==> config.mk <==
export PLATFORM = sky130hd
export DESIGN_NAME = itp_frame_scheduler
export DESIGN_NICKNAME = d
export VERILOG_FILES = /design/src/rtl/itp_frame_scheduler.sv
export SDC_FILE = /design/constraint.sdc
export NUM_CORES = 1
export LEC_CHECK = 0
export ABC_AREA = 1
export BUFFER_PORTS_ARGS = -buffer_cell sky130_fd_sc_hd__buf_2
export CAP_MARGIN = 20
export CORE_ASPECT_RATIO = 0.7
export CORE_MARGIN = 3
export CORE_UTILIZATION = 40
export CTS_CLUSTER_SIZE = 30
export DETAILED_ROUTE_END_ITERATION = 6
export PLACE_DENSITY = 0.65
export SYNTH_ARGS = -nofsm -noshare
export SYNTH_HDL_FRONTEND = slang
export SYNTH_SLANG_ARGS = --single-unit
==> constraint.sdc <==
create_clock -name i_clk -period 2.47 [get_ports i_clk]
set_input_delay 0.247 -clock i_clk [delete_from_list [all_inputs] [get_ports i_clk]]
set_output_delay 0.247 -clock i_clk [all_outputs]
set_load 0.05 [all_outputs]
==> src/rtl/itp_frame_scheduler.sv <==
// itp_frame_scheduler: per-frame sequencer for the interpolation engine.
// It also arbitrates the shared SDRAM read-FIFO port between the display
// requester and the engine requester.
// Optional feature: define ITP_FRAME_SKIP_EN to launch a run only on every
// (FRAME_SKIP+1)-th eligible frame start.
module itp_frame_scheduler #(
    parameter int unsigned TIMEOUT_CYC = 663168,
    parameter int unsigned START_DELAY = 2,
    parameter int unsigned FRAME_SKIP  = 0
) (
    input  logic        i_clk,
    input  logic        i_rst_n,
    input  logic        i_enable,
    input  logic        i_frame_start,
    output logic        o_itp_start,
    input  logic        i_itp_finish,
    input  logic        i_disp_req,
    input  logic        i_itp_req,
    output logic        o_fifo_rd,
    output logic        o_grant_itp,
    output logic        o_busy,
    output logic [15:0] o_frame_cnt,
    output logic        o_overrun,
    output logic        o_timeout,
    input  logic        i_clr_err
);

    // Parameter sanity checks at elaboration time.
    if (START_DELAY < 1) begin : g_bad_delay
        $error("START_DELAY must be >= 1");
    end
    if (FRAME_SKIP > 255) begin : g_bad_skip
        $error("FRAME_SKIP must fit the 8-bit skip counter");
    end
    if (TIMEOUT_CYC < 1 || TIMEOUT_CYC > 1048576) begin : g_bad_timeout
        $error("TIMEOUT_CYC must fit the 20-bit timeout counter");
    end

    localparam int unsigned DW = (START_DELAY > 2) ? $clog2(START_DELAY) : 1;

    typedef enum logic [2:0] {
        S_IDLE,
        S_DELAY,
        S_START,
        S_RUN,
        S_DONE
    } state_t;

    state_t          state;
    state_t          state_nxt;
    logic [DW-1:0]   delay_cnt;
    logic [19:0]     to_cnt;
    logic            skip_ok;
    logic            to_set;
    logic            grant_nxt;

`ifdef ITP_FRAME_SKIP_EN
    logic [7:0]      skip_cnt;

    assign skip_ok = (skip_cnt == 8'(FRAME_SKIP));

    // Skip counter: counts eligible frame starts seen in IDLE, clears on launch.
    always_ff @(posedge i_clk or negedge i_rst_n) begin
        if (!i_rst_n) begin
            skip_cnt <= '0;
        end else if (state == S_IDLE && i_frame_start && i_enable) begin
            skip_cnt <= skip_ok ? '0 : skip_cnt + 8'd1;
        end
    end
`else
    assign skip_ok = 1'b1;
`endif

    // State register.
    always_ff @(posedge i_clk or negedge i_rst_n) begin
        if (!i_rst_n) state <= S_IDLE;
        else          state <= state_nxt;
    end

    // Next-state logic; a START_DELAY of 1 bypasses DELAY entirely.
    always_comb begin
        state_nxt = state;
        to_set    = 1'b0;
        case (state)
            S_IDLE: begin
                if (i_frame_start && i_enable && skip_ok)
                    state_nxt = (START_DELAY <= 1) ? S_START : S_DELAY;
            end
            S_DELAY: begin
                if (delay_cnt == DW'(START_DELAY - 2)) state_nxt = S_START;
            end
            S_START: state_nxt = S_RUN;
            S_RUN: begin
                if (i_itp_finish) begin
                    state_nxt = S_DONE;
                end else if (to_cnt == 20'(TIMEOUT_CYC - 1)) begin
                    state_nxt = S_IDLE;
                    to_set    = 1'b1;
                end
            end
            S_DONE:  state_nxt = S_IDLE;
            default: state_nxt = S_IDLE;
        endcase
        grant_nxt = (state_nxt == S_START) || (state_nxt == S_RUN);
    end

    // Delay and timeout counters; both sit at zero outside their own state.
    always_ff @(posedge i_clk or negedge i_rst_n) begin
        if (!i_rst_n) begin
            delay_cnt <= '0;
            to_cnt    <= '0;
        end else begin
            delay_cnt <= (state == S_DELAY) ? delay_cnt + DW'(1) : '0;
            to_cnt    <= (state == S_RUN)   ? to_cnt + 20'd1     : '0;
        end
    end

    // Registered outputs: busy/grant/read follow the state being entered,
    // start pulse and run count follow the state being left.
    always_ff @(posedge i_clk or negedge i_rst_n) begin
        if (!i_rst_n) begin
            o_busy      <= 1'b0;
            o_grant_itp <= 1'b0;
            o_fifo_rd   <= 1'b0;
            o_itp_start <= 1'b0;
            o_frame_cnt <= '0;
            o_overrun   <= 1'b0;
            o_timeout   <= 1'b0;
        end else begin
            o_busy      <= (state_nxt != S_IDLE);
            o_grant_itp <= grant_nxt;
            o_fifo_rd   <= grant_nxt ? i_itp_req : i_disp_req;
            o_itp_start <= (state == S_START);
            if (state == S_DONE) o_frame_cnt <= o_frame_cnt + 16'd1;
            if (i_frame_start && state != S_IDLE) o_overrun <= 1'b1;
            else if (i_clr_err)                   o_overrun <= 1'b0;
            if (to_set)         o_timeout <= 1'b1;
            else if (i_clr_err) o_timeout <= 1'b0;
        end
    end

endmodule
==> impl_metrics.yaml, run 1 <==
outcome:
  status: "finished, final reports clean"
setup_path:
  cp.buffers_inverters: 0
  r2r_slack_ps: 1010
  cp_cell_sequence: "ha_1 -> nand3_2 -> nor2_1 -> nand3_1 -> nand2_2 -> nand2_1 -> nand2_1 -> nand2_1"
  cp_common_cell: "nand2_1"
  critPathMaxStageDelay_ps: 390
  critPathLaunchType: "flip-flop"
  cpMaxStageDelayCell: "dfrtp_1"
  cp_max_fo: 5
  endpoint_kind: "flip-flop"
  cp_data_required_time_ps: 2670
  path_class: "reg2reg"
  critPathTopFamily: "simple AND/OR/NAND/NOR gates"
  cp.arrival_ps: 1660
drt:
  dr.first_iter.drc_count: 121
  routed_via_density: 4.75
  dr.pass1.iters: 5
  postRouteAntennaNets: 0
  wl_um: 4850
  drcViolationCount: 0
  via_count: 1938
  wl_per_cell_um: 11.9
global_routing:
  gr-total-overflow: 0
  grt_usage_pct: 15.0
  grt_pass1_vias: 1687
  grt_max_degree: 47
  grt_pass1_wl_um: 8450
  antenna_found_initial: 0
placed_design:
  hpwl_um: 3650
  place_ws_ps: 991
  io_buffers: 29
  placed_area_um2: 2600
  gp_congestion: 0.853
synth:
  yosys_register_bits: 46
  synth.distinct_cells: 28
  syn_avg_cell_area_um2: 7.90
  yosys.area.top_type: "dfrtp_1"
  syn_nets: 309
  yosysSeqAreaShare_pct: 48.8
  ys.flop_type: "dfrtp_1"
  synth_top_area_share_pct: 48.8
  syn_area_um2: 2360
  synth-async-reset-ratio_pct: 100
  synth_edf_count: 0
  ys_warn_count: 0
  netlist_instances: 299
  synthTopCellsByArea: "dfrtp_1, nand2_1, nor2_1"
sta:
  setup_ws_ps: 1010
  worstMarginPinSlew_ps: 568
  period_minus_slack_ps: 1460
  clock-skew-final_ps: 9.96
  hold_viol: 0
  fin_setup_tns_ps: 0
  max_freq_mhz: 684
  relSlewSlack_pct: 62.1
  slew_viol_final: 0
  rsz0062_at_grt: "false"
  setup_violations: 0
  post-route-period-util_pct: 59.2
finish:
  drive_gt1_share_pct: 17.6
  n_fill_cell: 539
  fin_nets: 345
  post-route-util_pct: 49.2
  area_delta_synth_final_pct: 14.1
  fin_area_um2: 2690
  diodes: 0
clock_tree:
  clk_latency_ps: 300
  cts_hold_buffers: 0
  cts_root_buf: "clkbuf_8"
  ctsResizeCount: 0
  clkTransAtPathRegs_ps: 90
  postCtsSetupRepairBufs: 0
  clockBufferDepth: 2
  numCtsBuffers: 5
  cts_tree: "yes"
  h-tree-depth: 2
  cts.sinks: 46
hold_path:
  hp-class: "in2async"
pwr:
  ir_drop_uv: 429
  p_leak_nw: 1.28
  power.density_nw_per_um2: 754
floorplan:
  floorplan.initialDensity_pct: 43.1
  die-area_um2: 6880
  placeableCoreArea_um2: 5480
  die_height_um: 70.3
  die_w_um: 97.8
  io_pins: 30
  rows: 22
run:
  maxCapViolCount: 0
[worst reg2reg max path, stage by stage, from the launching register on]
cell	delay (ps)
dfrtp_1	390
ha_1	250
nand3_2	160
nor2_1	140
nand3_1	110
nand2_2	130
nand2_1	60
nand2_1	80
nand2_1	50
[area by class of cell]
class | count | area [um2] | share of cell area, %
clock inverter | 2 | 12.5 | 0.464
timing repair buffer | 31 | 160 | 5.95
tap | 72 | 90.1 | 3.34
sequential | 46 | 1150 | 42.7
inverter | 35 | 134 | 4.97
clock buffer | 6 | 82.6 | 3.07
multi-input combinational | 216 | 1060 | 39.5
[layout by cell type, fill, tap and decap left out]
cell type   count
inv_4           1
o22ai_1         2
nor3_1         10
xor2_1          6
clkinv_2        1
o21ai_0         7
nand2_1        81
nor3_2          1
a21oi_1         6
dfrtp_1        46
nor2_1         52
nand2_4         2
inv_2           4
nor2_4          3
clkinvlp_4      1
buf_2          29
clkbuf_8        6
a21o_1          1
inv_1          30
nand3_2         2
a31oi_1         1
o21ai_1         1
nand4_2         1
xnor2_1         8
nand4_1         7
nand3b_1        2
ha_1            2
nor2_2          4
buf_4           2
nand2_2         2
nand3_1        15
[Yosys cell counts, types with 3 or more instances]
library cell  number
inv_1             30
a21oi_1            6
xnor2_1            8
o21ai_0            7
xor2_1             6
nor2_1            52
nor2_2             4
nand4_1            7
nand3_1           15
nor3_1            10
nand2_1           81
nor2_4             3
inv_2              4
dfrtp_1           46
[cells by family (layout without fill, tap and decap cells)]
kind of cell,count (synthesis),count (layout),synth area share (%)
and+or+nand+nor,182,182,34.7
DFF,46,46,48.8
buffers and inverters,37,74,6.20
AOI/OAI and AO/OA,18,18,4.08
xor gates and xnor gates,14,14,5.19
adders and majority gates,2,2,1.06
[metal layers]
layer | track usage, % | vias to the layer above | share of wire [%]
met3 | 2.99 | 2 | 4.4
met5 | 0 | - | 0
met2 | 19.1 | 38 | 37
li1 | - | 1012 | -
met4 | 3.69 | 0 | 0.56
met1 | 24.9 | 886 | 58
[sequential cells by signal (all words and copies together) (netlist names)]
signal	flops
o_frame_cnt	16
o_grant_itp	1
to_cnt	20
o_itp_start	1
o_timeout	1
delay_cnt	1
o_overrun	1
o_fifo_rd	1
o_busy	1
state	3
[final timing paths]
kind | start | to | cells after the start
worst max-delay path | to_cnt[0] | o_busy | 8
worst min register to register | delay_cnt | delay_cnt | 1
worst min-delay path | i_rst_n | to_cnt[10] | 2
max in group asynchronous | i_rst_n | to_cnt[0] | 2
worst max register to register | to_cnt[0] | o_busy | 8
min in group i_clk | i_clr_err | o_timeout | 2
[power by group]
group / internal [mW] / switching, mW / total (mW)
Sequential: 0.849 / 0.0807 / 0.929
Combinational: 0.158 / 0.459 / 0.617
Clock: 0.225 / 0.260 / 0.485
Total: 1.23 / 0.800 / 2.03
[metrics by stage]
stage	hold WS, ps	power [mW]	instances
after floorplan	-48.6	1.40	299
after global placement	381	1.56	400
after detailed placement	380	1.56	400
after CTS	52.7	2.05	408
after global routing	76.9	2.16	408
final	28.4	2.03	408
No activity file was read; power rests on OpenSTA's default activity.
==> run 2: changes to the inputs <==
--- a/config.mk
+++ b/config.mk
@@ -13,7 +13,7 @@
 export CORE_UTILIZATION = 40
 export CTS_CLUSTER_SIZE = 30
 export DETAILED_ROUTE_END_ITERATION = 6
-export PLACE_DENSITY = 0.65
+export PLACE_DENSITY = 0.67
 export SYNTH_ARGS = -nofsm -noshare
 export SYNTH_HDL_FRONTEND = slang
 export SYNTH_SLANG_ARGS = --single-unit
==> constraint.sdc (replaced) <==
create_clock -name i_clk -period 1.3 [get_ports i_clk]
set_input_delay 0.13 -clock i_clk [delete_from_list [all_inputs] [get_ports i_clk]]
set_output_delay 0.13 -clock i_clk [all_outputs]
set_load 0.05 [all_outputs]
==> run 2 against run 1 <==
  * The run now ends with negative setup slack left
  * Sequential share of layout area fell by 5.3 points
  * Worst setup slack worse by 1100 ps
  * Utilization is 7.9 points higher
  * Non-clock buffer count increased by 33
  * Critical path depth down 1
  * Die area stayed put
  * Combinational power rose by 120%
  * Sequential power is 89% higher
  * Global-route usage increased by 1.3 points
  * Highest routed layer unchanged
==> impl_metrics.yaml, run 2 (same netlist as run 1, synthesis figures left out) <==
outcome:
  status: "complete, but fails checks"
  violations: "negative setup slack"
clock_tree:
  clockBufferDepth: 2
  h-tree-depth: 2
  numCtsBuffers: 5
  cts.sinks: 46
  clkTransAtPathRegs_ps: 90
  cts_root_buf: "clkbuf_8"
  cts_tree: "yes"
  clk_latency_ps: 300
setup_path:
  cpMaxStageDelayCell: "dfrtp_1"
  cp_data_required_time_ps: 1500
  critPathTopFamily: "flip-flops"
  path_class: "reg2reg"
  critPathMaxStageDelay_ps: 400
  cp.buffers_inverters: 3
  ff2ff_path_depth: 7
  critPathLaunchType: "flip-flop"
  cp_max_fo: 5
  cp_cell_sequence: "ha_4 -> nand3_4 -> buf_4 -> buf_4 -> buf_4 -> xor2_1 -> nor2_1"
  endpoint_kind: "flip-flop"
  worst-path-stages: 7
  cp_common_cell: "buf_4"
  cp.arrival_ps: 1560
pwr:
  p_sw_mw: 1.59
  power.density_nw_per_um2: 1340
  pwr-share-seq_pct: 42.0
  p_leak_nw: 1.45
  p_int_mw: 2.60
  clkPwrFrac_pct: 26.1
  ir_drop_uv: 1050
  p_sw_share_pct: 37.9
  pwr-share-comb_pct: 32.0
floorplan:
  rows: 22
  die_height_um: 70.3
  io_pins: 30
  die-area_um2: 6880
  die_w_um: 97.8
  placeableCoreArea_um2: 5480
  floorplan.initialDensity_pct: 43.1
hold_path:
  hold_depth: 3
  hp-class: "in2reg"
placed_design:
  gp_congestion: 0.877
  hpwl_um: 3870
  io_buffers: 29
sta:
  fin_setup_tns_ps: -254
  setup_violations: 10
  hold_viol: 0
  worstMarginPinSlew_ps: 311
  period_minus_slack_ps: 1370
  slew_viol_final: 0
  relSlewSlack_pct: 79.1
  clock-skew-final_ps: 9.40
  setup_ws_ps: -66.2
  rsz0062_at_grt: "true"
  max_freq_mhz: 732
  post-route-period-util_pct: 105
finish:
  drive_gt1_share_pct: 35.2
  largest_reg_flops: 20
  fin_nets: 378
  reg.largest.list: "to_cnt x20, o_frame_cnt x16, state x3"
  post-route-util_pct: 57.1
  top_register: "to_cnt"
  diodes: 0
  final_common_cell: "nand2_1"
  area_delta_synth_final_pct: 32.4
  final_cell_mix: "nand2_1, nor2_1, dfrtp_1, buf_4, buf_2"
run:
  maxCapViolCount: 0
drt:
  routed_via_density: 4.74
  dr.first_iter.drc_count: 90
  dr.pass1.iters: 4
  wl_per_cell_um: 12.1
  wl_um: 5330
  drcViolationCount: 0
  postRouteAntennaNets: 0
  via_count: 2089
global_routing:
  grt_max_degree: 39
  grt_usage_pct: 16.3
  grt_pass1_wl_um: 9040
  gr-total-overflow: 0
  antenna_found_initial: 0
  grt_pass1_vias: 1860
==> run 2: cell count changes in the layout (fill, tap and decap cells not counted), moves of 3 or more <==
cell / change
nor2_2: +7
buf_6: +3
dfrtp_1: -16
nand2_2: +4
buf_4: +28
nor2_1: -9
dfrtp_2: +16
nor3_1: -3
nand2_1: -4
==> run 2: worst paths after layout <==
kind | end | slack, ps | start
setup / recovery | to_cnt[4] | -70 | to_cnt[0]
hold / removal | o_fifo_rd | 20 | i_itp_req
setup reg to reg | to_cnt[4] | -70 | to_cnt[0]
hold reg to reg | delay_cnt | 440 | delay_cnt
max in group asynchronous | to_cnt[3] | 590 | i_rst_n
min in group asynchronous | o_frame_cnt[13] | 220 | i_rst_n
==> run 2: per-layer routing <==
metal / part of all wire [%] / routed length [um] / GRT usage (%) / vias up
li1: - / - / - / 1085
met1: 54 / 2860 / 25.3 / 963
met2: 41 / 2200 / 22.0 / 36
met3: 4.0 / 212 / 3.89 / 5
met4: 0.92 / 49 / 4.61 / 0
met5: 0 / 0 / 0 / -
==> run 2: worst min-delay path, delay by kind of cell <==
family        cells  cell delay [ps]
buf+inv           1               70
simple gates      2               90
==> run 2: stage by stage <==
step / setup slack (ps) / instance area [um2] / std cells / hold WS [ps] / power [mW]
4_1_cts: -27.2 / 2980 / 432 / 16.7 / 4.20
3_5_place_dp: -53.0 / 2820 / 421 / 18.6 / 3.10
2_1_floorplan: -37.3 / 2410 / 299 / -166 / 2.71
6_report: -66.2 / 3130 / 441 / 20.8 / 4.20
3_3_place_gp: -25.4 / 2820 / 421 / 11.7 / 3.09
5_1_grt: -157 / 3130 / 441 / 17.6 / 4.44
==> run 2: cell type report <==
cell class | count | area [um2]
Fill cell | 504 | 2350
Clock buffer | 5 | 68.8
Inverter | 35 | 134
Timing Repair Buffer | 64 | 434
Multi-Input combinational cell | 216 | 1180
Tap cell | 72 | 90.1
Clock inverter | 3 | 43.8
Sequential cell | 46 | 1170
==> run 2: power by group through the flow <==
stage / registers (mW) / logic (mW) / clock network, mW
floorplan: 2.19 / 0.518 / 0
global placement: 1.78 / 1.31 / 0
detailed placement: 1.78 / 1.32 / 0
CTS: 1.76 / 1.32 / 1.12
global route: 1.79 / 1.47 / 1.18
finish: 1.76 / 1.34 / 1.09
==> run 2: repair_timing <==
action	CTS	global route
resized for setup	4	24
hold endpoints to repair	46	0
hold buffers	1	0
setup endpoints to repair	8	30
pin swaps	7	8
setup buffers	2	9
==> run 3: changes to the inputs <==
--- a/config.mk
+++ b/config.mk
@@ -13,7 +13,7 @@
 export CORE_UTILIZATION = 40
 export CTS_CLUSTER_SIZE = 30
 export DETAILED_ROUTE_END_ITERATION = 6
-export PLACE_DENSITY = 0.67
+export PLACE_DENSITY = 0.65
 export SYNTH_ARGS = -nofsm -noshare
 export SYNTH_HDL_FRONTEND = slang
 export SYNTH_SLANG_ARGS = --single-unit
==> constraint.sdc (replaced) <==
create_clock -name i_clk -period 1.75 [get_ports i_clk]
set_input_delay 0.175 -clock i_clk [delete_from_list [all_inputs] [get_ports i_clk]]
set_output_delay 0.175 -clock i_clk [all_outputs]
set_load 0.05 [all_outputs]
==> run 3 against run 2 <==
  * The run now ends clean
  * Flip-flop and latch count unchanged
  * Non-clock buffer count decreased by 31
  * Routed wire length decreased by 6.2%
  * Global-route usage decreased by 0.71 points
  * Clock skew increased by 6.5 ps
  * Via count decreased by 6.8%
==> impl_metrics.yaml, run 3 (same netlist as run 1, synthesis figures left out) <==
outcome:
  status: "finished, final reports clean"
hold_path:
  min_delay_worst_endpoint: "o_timeout"
  hp-start: "i_clr_err"
  hp-class: "in2reg"
  hold_depth: 2
setup_path:
  cp.arrival_ps: 1700
  r2r_slack_ps: 250
  r2r_end: "o_busy"
  endpoint_kind: "flip-flop"
  cp_data_required_time_ps: 1960
  ff2ff_path_depth: 8
  cpMaxStageDelayCell: "dfrtp_1"
  timing.rr.start: "to_cnt[0]"
  cp_max_fo: 5
  path_class: "reg2reg"
  critPathTopFamily: "simple AND/OR/NAND/NOR gates"
  cp_cell_sequence: "ha_1 -> nand3_2 -> nor2_1 -> nand3_1 -> nand2_2 -> nand2_4 -> nor2_2 -> nand2_1"
  cp.buffers_inverters: 0
  critPathLaunchType: "flip-flop"
  critPathMaxStageDelay_ps: 400
finish:
  reg.largest.list: "to_cnt x20, o_frame_cnt x16, state x3"
  final_common_cell: "nand2_1"
  area_delta_synth_final_pct: 14.7
  fin_nets: 347
  drive_gt1_share_pct: 17.8
  diodes: 0
  final_cell_mix: "nand2_1, nor2_1, dfrtp_1, inv_1, buf_2"
  top_register: "to_cnt"
  largest_reg_flops: 20
  fin_cells: 410
drt:
  postRouteAntennaNets: 0
  routed_via_density: 4.75
  dr_wl_met3_um: 257
  wl_um: 5000
  wl_met2_um: 1920
  dr.pass1.iters: 4
  drcViolationCount: 0
  dr.first_iter.drc_count: 142
  via_count: 1946
  met1_length_um: 2790
  top_layer: "met4"
  wl_per_cell_um: 12.2
placed_design:
  dp_cells: 401
  io_buffers: 29
  hpwl_um: 3870
  place_ws_ps: 261
  gp_congestion: 0.841
pwr:
  pwr-share-seq_pct: 45.6
  p_sw_share_pct: 40.5
  p_int_mw: 1.71
  p_leak_nw: 1.28
  ir_drop_uv: 698
  pwr-share-comb_pct: 30.8
  clkPwrFrac_pct: 23.7
  power.density_nw_per_um2: 1060
  p_sw_mw: 1.16
clock_tree:
  postCtsSetupRepairBufs: 0
  cts_tree: "yes"
  cts.sinks: 46
  clk_latency_ps: 300
  clkTransAtPathRegs_ps: 100
  cts_root_buf: "clkbuf_8"
  h-tree-depth: 2
  clockBufferDepth: 2
  ctsResizeCount: 0
  numCtsBuffers: 5
floorplan:
  floorplan.initialDensity_pct: 43.1
  die_w_um: 97.8
  die-area_um2: 6880
  placeableCoreArea_um2: 5480
  rows: 22
  io_pins: 30
  die_height_um: 70.3
sta:
  setup_ws_ps: 254
  post-route-period-util_pct: 85.5
  slew_viol_final: 0
  setup_violations: 0
  worstMarginPinSlew_ps: 537
  relSlewSlack_pct: 64.2
  max_freq_mhz: 668
  rsz0062_at_grt: "false"
  period_minus_slack_ps: 1500
  hold_viol: 0
  fin_setup_tns_ps: 0
  clock-skew-final_ps: 15.9
global_routing:
  grt_pass1_vias: 1773
  grt_pass1_wl_um: 8560
  grt_usage_pct: 15.5
  gr-total-overflow: 0
  antenna_found_initial: 0
  grt_max_degree: 25
run:
  maxCapViolCount: 0
[run 3: cell count changes in the layout (fill, tap and decap cells not counted), moves of 3 or more]
cell | previous run | this run
buf_4 | 30 | 3
buf_6 | 3 | 0
dfrtp_1 | 30 | 46
dfrtp_2 | 16 | 0
nand2_1 | 77 | 81
nand2_2 | 6 | 2
nor2_1 | 43 | 52
nor2_2 | 11 | 4
nor3_1 | 7 | 10
[run 3: worst max path at each step]
stage / end / slack [ps] / startpoint / cells after the start
after detailed placement: o_busy / 260 / to_cnt[0] / 8
after floorplan: o_frame_cnt[10] / 180 / o_frame_cnt[0] / 8
final: o_busy / 250 / to_cnt[0] / 8
after global placement: o_busy / 320 / to_cnt[0] / 8
after CTS: o_busy / 250 / to_cnt[0] / 8
after global routing: o_busy / 60 / to_cnt[0] / 8
[run 3: final cells by class]
cell class | count | area [um2]
clock inverters | 3 | 23.8
multi-input cells | 216 | 1060
clock buffers | 5 | 68.8
fillers | 562 | 2770
well taps | 72 | 90.1
repair buffers | 33 | 178
inverters | 35 | 134
flip-flops and latches | 46 | 1150
[run 3: routing by layer]
metal / vias to the layer above / track usage [%]
met5: - / 0
met4: 0 / 4.15
met3: 2 / 3.79
met2: 37 / 19.7
met1: 893 / 25.4
li1: 1014 / -
[run 3: stage by stage]
stage	power (mW)	hold WS (ps)	util (%)	cell area, um2
4_1_cts	2.90	61.6	49.5	2710
3_5_place_dp	2.22	201	47.6	2610
5_1_grt	3.06	70.9	49.5	2710
6_report	2.87	64.9	49.5	2710
3_3_place_gp	2.20	197	47.6	2610
2_1_floorplan	1.98	-121	-	2360
[run 3: what timing repair did]
item,in CTS,in global routing
endpoints found under the setup margin,0,0
endpoints found under the hold margin,22,0
hold buffers,1,0
[run 3: power by group through the flow]
| stage | Combinational, mW | Clock [mW] | Sequential [mW] |
|---|---|---|---|
| floorplan | 0.371 | 0 | 1.61 |
| detailed placement | 0.893 | 0 | 1.33 |
| CTS | 0.896 | 0.699 | 1.31 |
| finish | 0.884 | 0.680 | 1.31 |
| global route | 0.986 | 0.748 | 1.33 |
| global placement | 0.876 | 0 | 1.32 |
